**src/rtl/pipeline_ctrl_pkg.sv**
```systemverilog
// Shared types and widths for the pipeline stall/flush/freeze controller.
// REG_ADDR_W mirrors the register-file address width of the ARM core.
package pipeline_ctrl_pkg;

    localparam int REG_ADDR_W = 4;

    typedef enum logic {
        PCTRL_RUN      = 1'b0,
        PCTRL_MEM_WAIT = 1'b1
    } ctrl_state_e;

endpackage

```
**src/rtl/pipeline_ctrl_hazard_detect.sv**
```systemverilog
// Read-after-write hazard compare between the ID-stage sources and the EXE/MEM producers.
module hazard_detect
    import pipeline_ctrl_pkg::*;
(
    input  logic [REG_ADDR_W-1:0] src1,
    input  logic [REG_ADDR_W-1:0] src2,
    input  logic                  src1_valid,
    input  logic                  two_src,
    input  logic [REG_ADDR_W-1:0] exe_dest,
    input  logic                  exe_wb_en,
    input  logic                  exe_mem_read,
    input  logic [REG_ADDR_W-1:0] mem_dest,
    input  logic                  mem_wb_en,
    input  logic                  forward_en,
    output logic                  hazard
);

    logic matchExe;
    logic matchMem;

    assign matchExe = (src1_valid && (src1 == exe_dest)) || (two_src && (src2 == exe_dest));
    assign matchMem = (src1_valid && (src1 == mem_dest)) || (two_src && (src2 == mem_dest));

    // With forwarding only a load in EXE cannot be bypassed in time.
    assign hazard = forward_en ? (exe_mem_read && exe_wb_en && matchExe)
                               : ((exe_wb_en && matchExe) || (mem_wb_en && matchMem));

endmodule

```
**src/rtl/pipeline_ctrl.sv**
```systemverilog
// Central stall/flush/freeze controller: prioritises memory freeze over branch flush
// over hazard stall, and keeps saturating debug counters plus a sticky memory timeout.
module pipeline_ctrl
    import pipeline_ctrl_pkg::*;
#(
    parameter int COUNT_W = 16,
    parameter int TIMEOUT = 64
) (
    input  logic                  clk,
    input  logic                  rst,
    input  logic [REG_ADDR_W-1:0] src1,
    input  logic [REG_ADDR_W-1:0] src2,
    input  logic                  src1_valid,
    input  logic                  two_src,
    input  logic [REG_ADDR_W-1:0] exe_dest,
    input  logic                  exe_wb_en,
    input  logic                  exe_mem_read,
    input  logic [REG_ADDR_W-1:0] mem_dest,
    input  logic                  mem_wb_en,
    input  logic                  forward_en,
    input  logic                  branch_taken,
    input  logic                  mem_req,
    input  logic                  mem_ready,
    output logic                  hold_pc,
    output logic                  hold_if_id,
    output logic                  flush_if_id,
    output logic                  flush_id_exe,
    output logic                  freeze,
    output logic                  mem_timeout,
    output logic [COUNT_W-1:0]    stall_count,
    output logic [COUNT_W-1:0]    flush_count,
    output logic [COUNT_W-1:0]    freeze_count
);

    localparam logic [COUNT_W-1:0] CNT_ONE      = {{(COUNT_W-1){1'b0}}, 1'b1};
    localparam logic [COUNT_W-1:0] TIMEOUT_CNT  = COUNT_W'(TIMEOUT);
    localparam logic [COUNT_W-1:0] TIMEOUT_LAST = COUNT_W'(TIMEOUT - 1);

    ctrl_state_e        state_q, state_d;
    logic [COUNT_W-1:0] waitCnt_q, waitCnt_d;
    logic               timeout_q, timeout_d;
    logic [COUNT_W-1:0] stallCnt_q, stallCnt_d;
    logic [COUNT_W-1:0] flushCnt_q, flushCnt_d;
    logic [COUNT_W-1:0] freezeCnt_q, freezeCnt_d;
    logic               hazard;

    function automatic logic [COUNT_W-1:0] satInc(input logic [COUNT_W-1:0] v);
        return (&v) ? v : v + CNT_ONE;
    endfunction

    hazard_detect u_hazard (
        .src1         (src1),
        .src2         (src2),
        .src1_valid   (src1_valid),
        .two_src      (two_src),
        .exe_dest     (exe_dest),
        .exe_wb_en    (exe_wb_en),
        .exe_mem_read (exe_mem_read),
        .mem_dest     (mem_dest),
        .mem_wb_en    (mem_wb_en),
        .forward_en   (forward_en),
        .hazard       (hazard)
    );

    always_comb begin
        state_d      = state_q;
        waitCnt_d    = waitCnt_q;
        timeout_d    = timeout_q;
        stallCnt_d   = stallCnt_q;
        flushCnt_d   = flushCnt_q;
        freezeCnt_d  = freezeCnt_q;
        freeze       = 1'b0;
        hold_pc      = 1'b0;
        hold_if_id   = 1'b0;
        flush_if_id  = 1'b0;
        flush_id_exe = 1'b0;

        // Reset forces every control output low even while inputs keep toggling.
        if (!rst) begin
            case (state_q)
                PCTRL_RUN: begin
                    freeze = mem_req && !mem_ready;
                    if (freeze) begin
                        state_d   = PCTRL_MEM_WAIT;
                        waitCnt_d = '0;
                    end
                end
                PCTRL_MEM_WAIT: begin
                    freeze = !mem_ready;
                    if (mem_ready) begin
                        state_d = PCTRL_RUN;
                    end
                    if (waitCnt_q != TIMEOUT_CNT) begin
                        waitCnt_d = waitCnt_q + CNT_ONE;
                    end
                    if (waitCnt_q == TIMEOUT_LAST) begin
                        timeout_d = 1'b1;
                    end
                end
                default: state_d = PCTRL_RUN;
            endcase

            if (freeze) begin
                freezeCnt_d = satInc(freezeCnt_q);
            end else if (branch_taken) begin
                flush_if_id  = 1'b1;
                flush_id_exe = 1'b1;
                flushCnt_d   = satInc(flushCnt_q);
            end else if (hazard) begin
                hold_pc      = 1'b1;
                hold_if_id   = 1'b1;
                flush_id_exe = 1'b1;
                stallCnt_d   = satInc(stallCnt_q);
            end
        end
    end

    always_ff @(posedge clk or posedge rst) begin
        if (rst) begin
            state_q     <= PCTRL_RUN;
            waitCnt_q   <= '0;
            timeout_q   <= 1'b0;
            stallCnt_q  <= '0;
            flushCnt_q  <= '0;
            freezeCnt_q <= '0;
        end else begin
            state_q     <= state_d;
            waitCnt_q   <= waitCnt_d;
            timeout_q   <= timeout_d;
            stallCnt_q  <= stallCnt_d;
            flushCnt_q  <= flushCnt_d;
            freezeCnt_q <= freezeCnt_d;
        end
    end

    assign mem_timeout  = timeout_q;
    assign stall_count  = stallCnt_q;
    assign flush_count  = flushCnt_q;
    assign freeze_count = freezeCnt_q;

endmodule

```
**config.mk**
```make
export PLATFORM = sky130hd
export DESIGN_NAME = pipeline_ctrl
export DESIGN_NICKNAME = d
export VERILOG_FILES = /design/src/rtl/pipeline_ctrl_pkg.sv /design/src/rtl/pipeline_ctrl_hazard_detect.sv /design/src/rtl/pipeline_ctrl.sv
export SDC_FILE = /design/constraint.sdc
export NUM_CORES = 1
export LEC_CHECK = 0
export CORE_ASPECT_RATIO = 0.7
export CORE_MARGIN = 3
export CORE_UTILIZATION = 54
export DETAILED_ROUTE_END_ITERATION = 8
export GPL_ROUTABILITY_DRIVEN = 0
export PLACE_DENSITY = 0.85
export SLEW_MARGIN = 20
export SYNTH_ARGS = -nofsm -noshare
export SYNTH_HDL_FRONTEND = slang
export SYNTH_SLANG_ARGS = --single-unit
```
**constraint.sdc**
```tcl
create_clock -name clk -period 4.12 [get_ports clk]
set_input_delay 0.412 -clock clk [delete_from_list [all_inputs] [get_ports clk]]
set_output_delay 0.412 -clock clk [all_outputs]
set_load 0.01 [all_outputs]
```
=== Yosys cells after proc, flatten, opt, wreduce, memory -nomap -nowiden ===
Cells that the tools add are included.

* Bits in registers: 66
* Logic and storage cells: 66
* Bits of input ports: 27

* Bitwise logic cells: 7
* $add $sub $neg: 4
* Eq/ne operators: 8
* Reduce and logical (&&, ||, !) cells: 21
* Mux-type cells: 20

{| class="wikitable"
|+ Operator list
! cell !! count
|-
| $add A16 B1 Y16 const B || 4
|-
| $reduce_and A16 Y1 || 3
|-
| $mux W16 || 2
|-
| $pmux W16 S2 || 1
|-
| $eq A16 B6 Y1 const B || 1
|-
| $eq A4 B4 Y1 || 4
|-
| $ne A16 B7 Y1 const B || 1
|-
| $mux W1 || 15
|-
| $logic_and A1 B1 Y1 || 9
|-
| $reduce_and A3 Y1 || 3
|-
| $not A1 Y1 || 7
|-
| $reduce_and A5 Y1 || 1
|-
| $pmux W1 S2 || 2
|-
| $reduce_and A4 Y1 || 1
|-
| $logic_or A1 B1 Y1 || 3
|-
| $ne A2 B1 Y1 const B || 1
|-
| $ne A2 B2 Y1 const B || 1
|-
| $logic_not A1 Y1 || 1
|}

=== Depth between registers and ports, before layout ===
* Depth after elaboration: 10
* Depth in mapped cells: 9
* Mapped depth without buffers: 8

=== Hierarchy ===
From an unflattened synthesis, not the netlist that was laid out.

* Cells, all modules: 389
* Area total of the unflattened synthesis: 3,896.2 sq um

{| class="wikitable"
|+ By module, submodules not included
! module !! area an instance (sq um) !! instances !! cells each
|-
| pipeline_ctrl || 3,681.0 || 1 || 362
|-
| hazard_detect || 215.2 || 1 || 27
|}

=== Worst setup path after synthesis ===
Ideal clock, no wire load.

* Path kind: input to register
* Start point: input port rst
* End point: register waitCnt_q[10]
* Cell stages on the path: 7
* Data arrival time: 3,254 ps
* Setup slack: 728 ps
* Data required time: 3,982 ps
* Buffers on the path: 0
* Cells stage by stage: inv_1 -> o21ai_1 -> o21bai_1 -> nor4_1 -> nand2_1 -> xor2_1 -> nor2_1

* Cells in the longest elaborated chain, start to end: 2

{| class="wikitable"
|+ RTL lines
! item !! line !! RTL
|-
| from (decl) || pipeline_ctrl.sv:10 || <nowiki>input logic rst,</nowiki>
|-
| $not A1 Y1 (no line) || - ||
|-
| $reduce_and A3 Y1 (no line) || - ||
|-
| to (signal assigned) || pipeline_ctrl.sv:128 || <nowiki>waitCnt_q <= waitCnt_d;</nowiki>
|-
| to (decl) || pipeline_ctrl.sv:40 || <nowiki>logic [COUNT_W-1:0] waitCnt_q, waitCnt_d;</nowiki>
|}

Every way passes these cells.
A chain may end at the register's enable or synchronous reset.

=== Worst setup path in the final report ===
* Start point: input port src2[2]
* End point: output port hold_pc

* Cells in the longest elaborated chain, start to end: 10
* Elaborated cells between the ends (all ways): 15

{| class="wikitable"
|+ RTL lines
! item !! line !! RTL
|-
| from (decl) || pipeline_ctrl.sv:12 || <nowiki>input logic [REG_ADDR_W-1:0] src2,</nowiki>
|-
| $eq A4 B4 Y1, on equally long branches || pipeline_ctrl_hazard_detect.sv:21, pipeline_ctrl_hazard_detect.sv:22 ||
|-
| $logic_and A1 B1 Y1, on equally long branches || pipeline_ctrl_hazard_detect.sv:21, pipeline_ctrl_hazard_detect.sv:22 ||
|-
| $logic_or A1 B1 Y1, on equally long branches || pipeline_ctrl_hazard_detect.sv:21, pipeline_ctrl_hazard_detect.sv:22 ||
|-
| $logic_and A1 B1 Y1 || pipeline_ctrl_hazard_detect.sv:26 || <nowiki>: ((exe_wb_en && matchExe) || (mem_wb_en && matchMem));</nowiki>
|-
| $logic_or A1 B1 Y1 || pipeline_ctrl_hazard_detect.sv:26 ||
|-
| $mux W1 (*) || pipeline_ctrl_hazard_detect.sv:25 || <nowiki>assign hazard = forward_en ? (exe_mem_read && exe_wb_en && matchExe)</nowiki>
|-
| $mux W1 (*) || pipeline_ctrl.sv:109 || <nowiki>end else if (hazard) begin</nowiki>
|-
| $mux W1 (*) || pipeline_ctrl.sv:105 || <nowiki>end else if (branch_taken) begin</nowiki>
|-
| $mux W1 (*) || pipeline_ctrl.sv:103 || <nowiki>if (freeze) begin</nowiki>
|-
| $mux W1 (*) || pipeline_ctrl.sv:79 || <nowiki>if (!rst) begin</nowiki>
|-
| to (decl) || pipeline_ctrl.sv:24 || <nowiki>output logic hold_pc,</nowiki>
|}

Mark *: on every way between the ends. The rest lies on a longest branch, timed or not.

==> flow_metrics.env <==
export IMPL_vdd_ir_drop_max_mv=0.414
export IMPL_pin_count_of_the_biggest_net_entering_global_routing=37
export IMPL_port_buffers=80
export IMPL_power_static_leakage_uw=0.00197
export IMPL_critical_path_required_ns=3.71
export IMPL_synth_seq_area_share_pct=47.3
export IMPL_cts_num_sinks=66
export IMPL_cts_hold_buffers_added=0
export IMPL_detail_route_antenna_nets=0
export IMPL_seqCellArea_um2=1650
export IMPL_grt_antenna_before_repair=0
export IMPL_setup_ws_ns=0.873
export IMPL_run_status="completed"
export IMPL_first_pass_iters=6
export IMPL_synthCells=340
export IMPL_routedWlPerCell_um=15.1
export IMPL_cts_setup_buffers=0
export IMPL_syn_nets=372
export IMPL_tritoncts="yes"
export IMPL_worstSkewPairLatency_ns=0.33
export IMPL_fp_dieH_um=73.3
export IMPL_num_nets_final=459
export IMPL_cts_max_level=3
export IMPL_io_count=81
export IMPL_combined_area_of_the_multi_input_logic_cells_um2=1760
export IMPL_hold_class="in2async"
export IMPL_rr_worst_depth=7
export IMPL_global_route_wire_length_before_repair_um=12900
export IMPL_flow_area_growth_from_synthesis_pct=30.7
export IMPL_number_of_buffers_inserted_during_clock_tree_synthesis=9
export IMPL_cp_max_fo=17
export IMPL_maximum_capacitance_violations=0
export IMPL_highest_clock_frequency_the_design_can_meet_mhz=308
export IMPL_timing_critical_path_to_type="output pin"
export IMPL_rsz0062_at_grt="false"
export IMPL_postSynthAreaPerCell_um2=10.3
export IMPL_powerDensity_nw_per_um2=380
export IMPL_cts_reportedPaths_clkPinSlew_ns=0.07
export IMPL_ctsLongestPathBuffers=2
export IMPL_timing_final_setup_violations=0
export IMPL_layout_worst_path_cycle_share_pct=78.8
export IMPL_critical_path_startpoint_type="input port"
export IMPL_timing_slew_headroom_pct=43.9
export IMPL_setup_tns_final_ns=0
export IMPL_initial_utilization_pct=58.4
export IMPL_yosys_warnings=0
export IMPL_synth_distinct_cells=47
export IMPL_root_buffer="clkbuf_8"
export IMPL_diodes=0
export IMPL_rows=23
export IMPL_fin_skew_ns=0.0109
export IMPL_drive_above_1_share_pct=10.4
export IMPL_fillers=408
export IMPL_timing_max_transition_violations_final=0
export IMPL_overall_overflow_remaining_after_global_route=0
export IMPL_layout_min_cycle_time_ns=3.25
export IMPL_worst_pin_slew_ns=0.839
export IMPL_detailedPlacementHpwl_um=5730
export IMPL_critical_path_class="in2out"
export IMPL_core_region_area_um2=5990
export IMPL_pre_cts_ws_ns=0.846
export IMPL_grt_usage_pct=22.0
export IMPL_first_iter_violations=134
export IMPL_cp_arrival_ns=2.84
export IMPL_wire_length_reported_by_the_detailed_router_um=7620
export IMPL_post_synth_instance_area_um2=3490
export IMPL_remaining_drc_errors=0
export IMPL_dieArea_um2=7490
export IMPL_die_x_um=102
export IMPL_register_bit_count_reported_by_yosys=66
export IMPL_detailroute_via_count=2792
export IMPL_via_per_inst=5.52
export IMPL_post_cts_resized_instances=0
export IMPL_vias_in_the_first_global_route=2692
export IMPL_final_hold_violation_count=0
[path summary, 6_finish.rpt]
path / start / endpoint / slack, ns
max in group asynchronous: rst / flush_count[10] / 3.14
hold / removal: rst / flush_count[0] / 0.34
setup reg to reg: waitCnt_q[10] / waitCnt_q[12] / 1.76
setup / recovery: src2[2] / hold_pc / 0.87
min in group clk: mem_timeout / mem_timeout / 0.49
hold reg to reg: mem_timeout / mem_timeout / 0.49
[state kept, by name (all words and copies together), names as in the netlist]
register,count
mem_timeout,1
state_q,1
waitCnt_q,16
freeze_count,16
flush_count,16
stall_count,16
[Yosys cell counts (all sizes together)]
cell type	count	area, um^2
nor2	26	105
a21oi	9	45.0
or3	2	17.5
a31oi	2	12.5
a22o	1	8.76
nand4b	1	8.76
clkbuf	2	7.51
o41ai	1	8.76
ha	5	62.6
a41oi	2	17.5
nor2b	2	12.5
or2	2	12.5
and4	2	17.5
xor2	41	359
xnor2	26	228
o21bai	3	22.5
nand2b	1	6.26
nor4b	2	30.0
nand2	36	135
o21ai	8	40.0
o22ai	1	6.26
dfrtp	66	1650
a211oi	2	20.0
and2	4	31.3
nand3	28	145
nand4	9	56.3
nor3	10	70.1
mux2	3	37.5
nor4	15	144
inv	11	41.3
buf	4	35.0
o31ai	2	28.8
and3	11	68.8
[metal layers]
| metal | vias up | wire length [um] | track usage (%) |
|---|---|---|---|
| met4 | 0 | 61 | 4.80 |
| met1 | 1345 | 3660 | 32.0 |
| met3 | 8 | 394 | 6.07 |
| li1 | 1356 | - | - |
| met5 | - | 0 | 0 |
| met2 | 83 | 3500 | 33.0 |
[power breakdown]
part | total, uW | switching, uW | internal [uW]
Combinational | 360 | 162 | 198
Clock | 554 | 229 | 325
Sequential | 822 | 106 | 716
[cells by family (layout without fill, tap and decap cells)]
| group | after synthesis | after routing | synth area share [%] |
|---|---|---|---|
| flops | 66 | 66 | 47.3 |
| mux | 3 | 3 | 1.07 |
| compound gates | 31 | 31 | 6.02 |
| simple gates | 151 | 151 | 24.6 |
| buf+inv | 17 | 108 | 2.40 |
| fa+ha+maj | 5 | 5 | 1.79 |
| xor+xnor | 67 | 67 | 16.8 |
[critical path: stages]
cell             delay (ns)
clkdlybuf4s50_1        0.51
xnor2_1                0.13
nand3_1                0.10
nor4_1                 0.26
a31oi_1                0.08
and3_1                 0.46
nor3_1                 0.30
clkdlybuf4s50_1        0.59
[stage by stage]
stage | power [uW] | util (%) | hold WS (ns) | cell area [um^2] | cells
2_1_floorplan | 991 | - | 0.488 | 3490 | 340
3_3_place_gp | 1180 | 72.8 | 0.462 | 4360 | 491
3_5_place_dp | 1190 | 72.8 | 0.467 | 4360 | 491
4_1_cts | 1750 | 76.3 | 0.331 | 4560 | 506
5_1_grt | 1830 | 76.3 | 0.345 | 4560 | 506
6_report | 1740 | 76.3 | 0.337 | 4560 | 506
[final cells by class]
class	instances	area share (%)
repair buffers	82	17.9
clock inverters	2	0.768
inverters	11	0.905
flip-flops and latches	66	36.2
well taps	75	2.06
multi-input cells	257	38.5
clock buffers	13	3.70
[cell usage in the layout, fill, tap and decap left out, drive strengths merged, types with 2 or more instances in the layout]
cell type / netlist / layout
clkdlybuf4s50: 0 / 80
dfrtp: 66 / 66
xor2: 41 / 41
nand2: 36 / 36
nand3: 28 / 28
xnor2: 26 / 26
nor2: 26 / 26
nor4: 15 / 15
clkbuf: 2 / 13
and3: 11 / 11
inv: 11 / 11
nor3: 10 / 10
nand4: 9 / 9
a21oi: 9 / 9
o21ai: 8 / 8
ha: 5 / 5
and2: 4 / 4
o21bai: 3 / 3
mux2: 3 / 3
and4: 2 / 2
a31oi: 2 / 2
nor2b: 2 / 2
a41oi: 2 / 2
nor4b: 2 / 2
buf: 4 / 2
or3: 2 / 2
or2: 2 / 2
a211oi: 2 / 2
o31ai: 2 / 2
No activity file was read; power rests on OpenSTA's default activity.
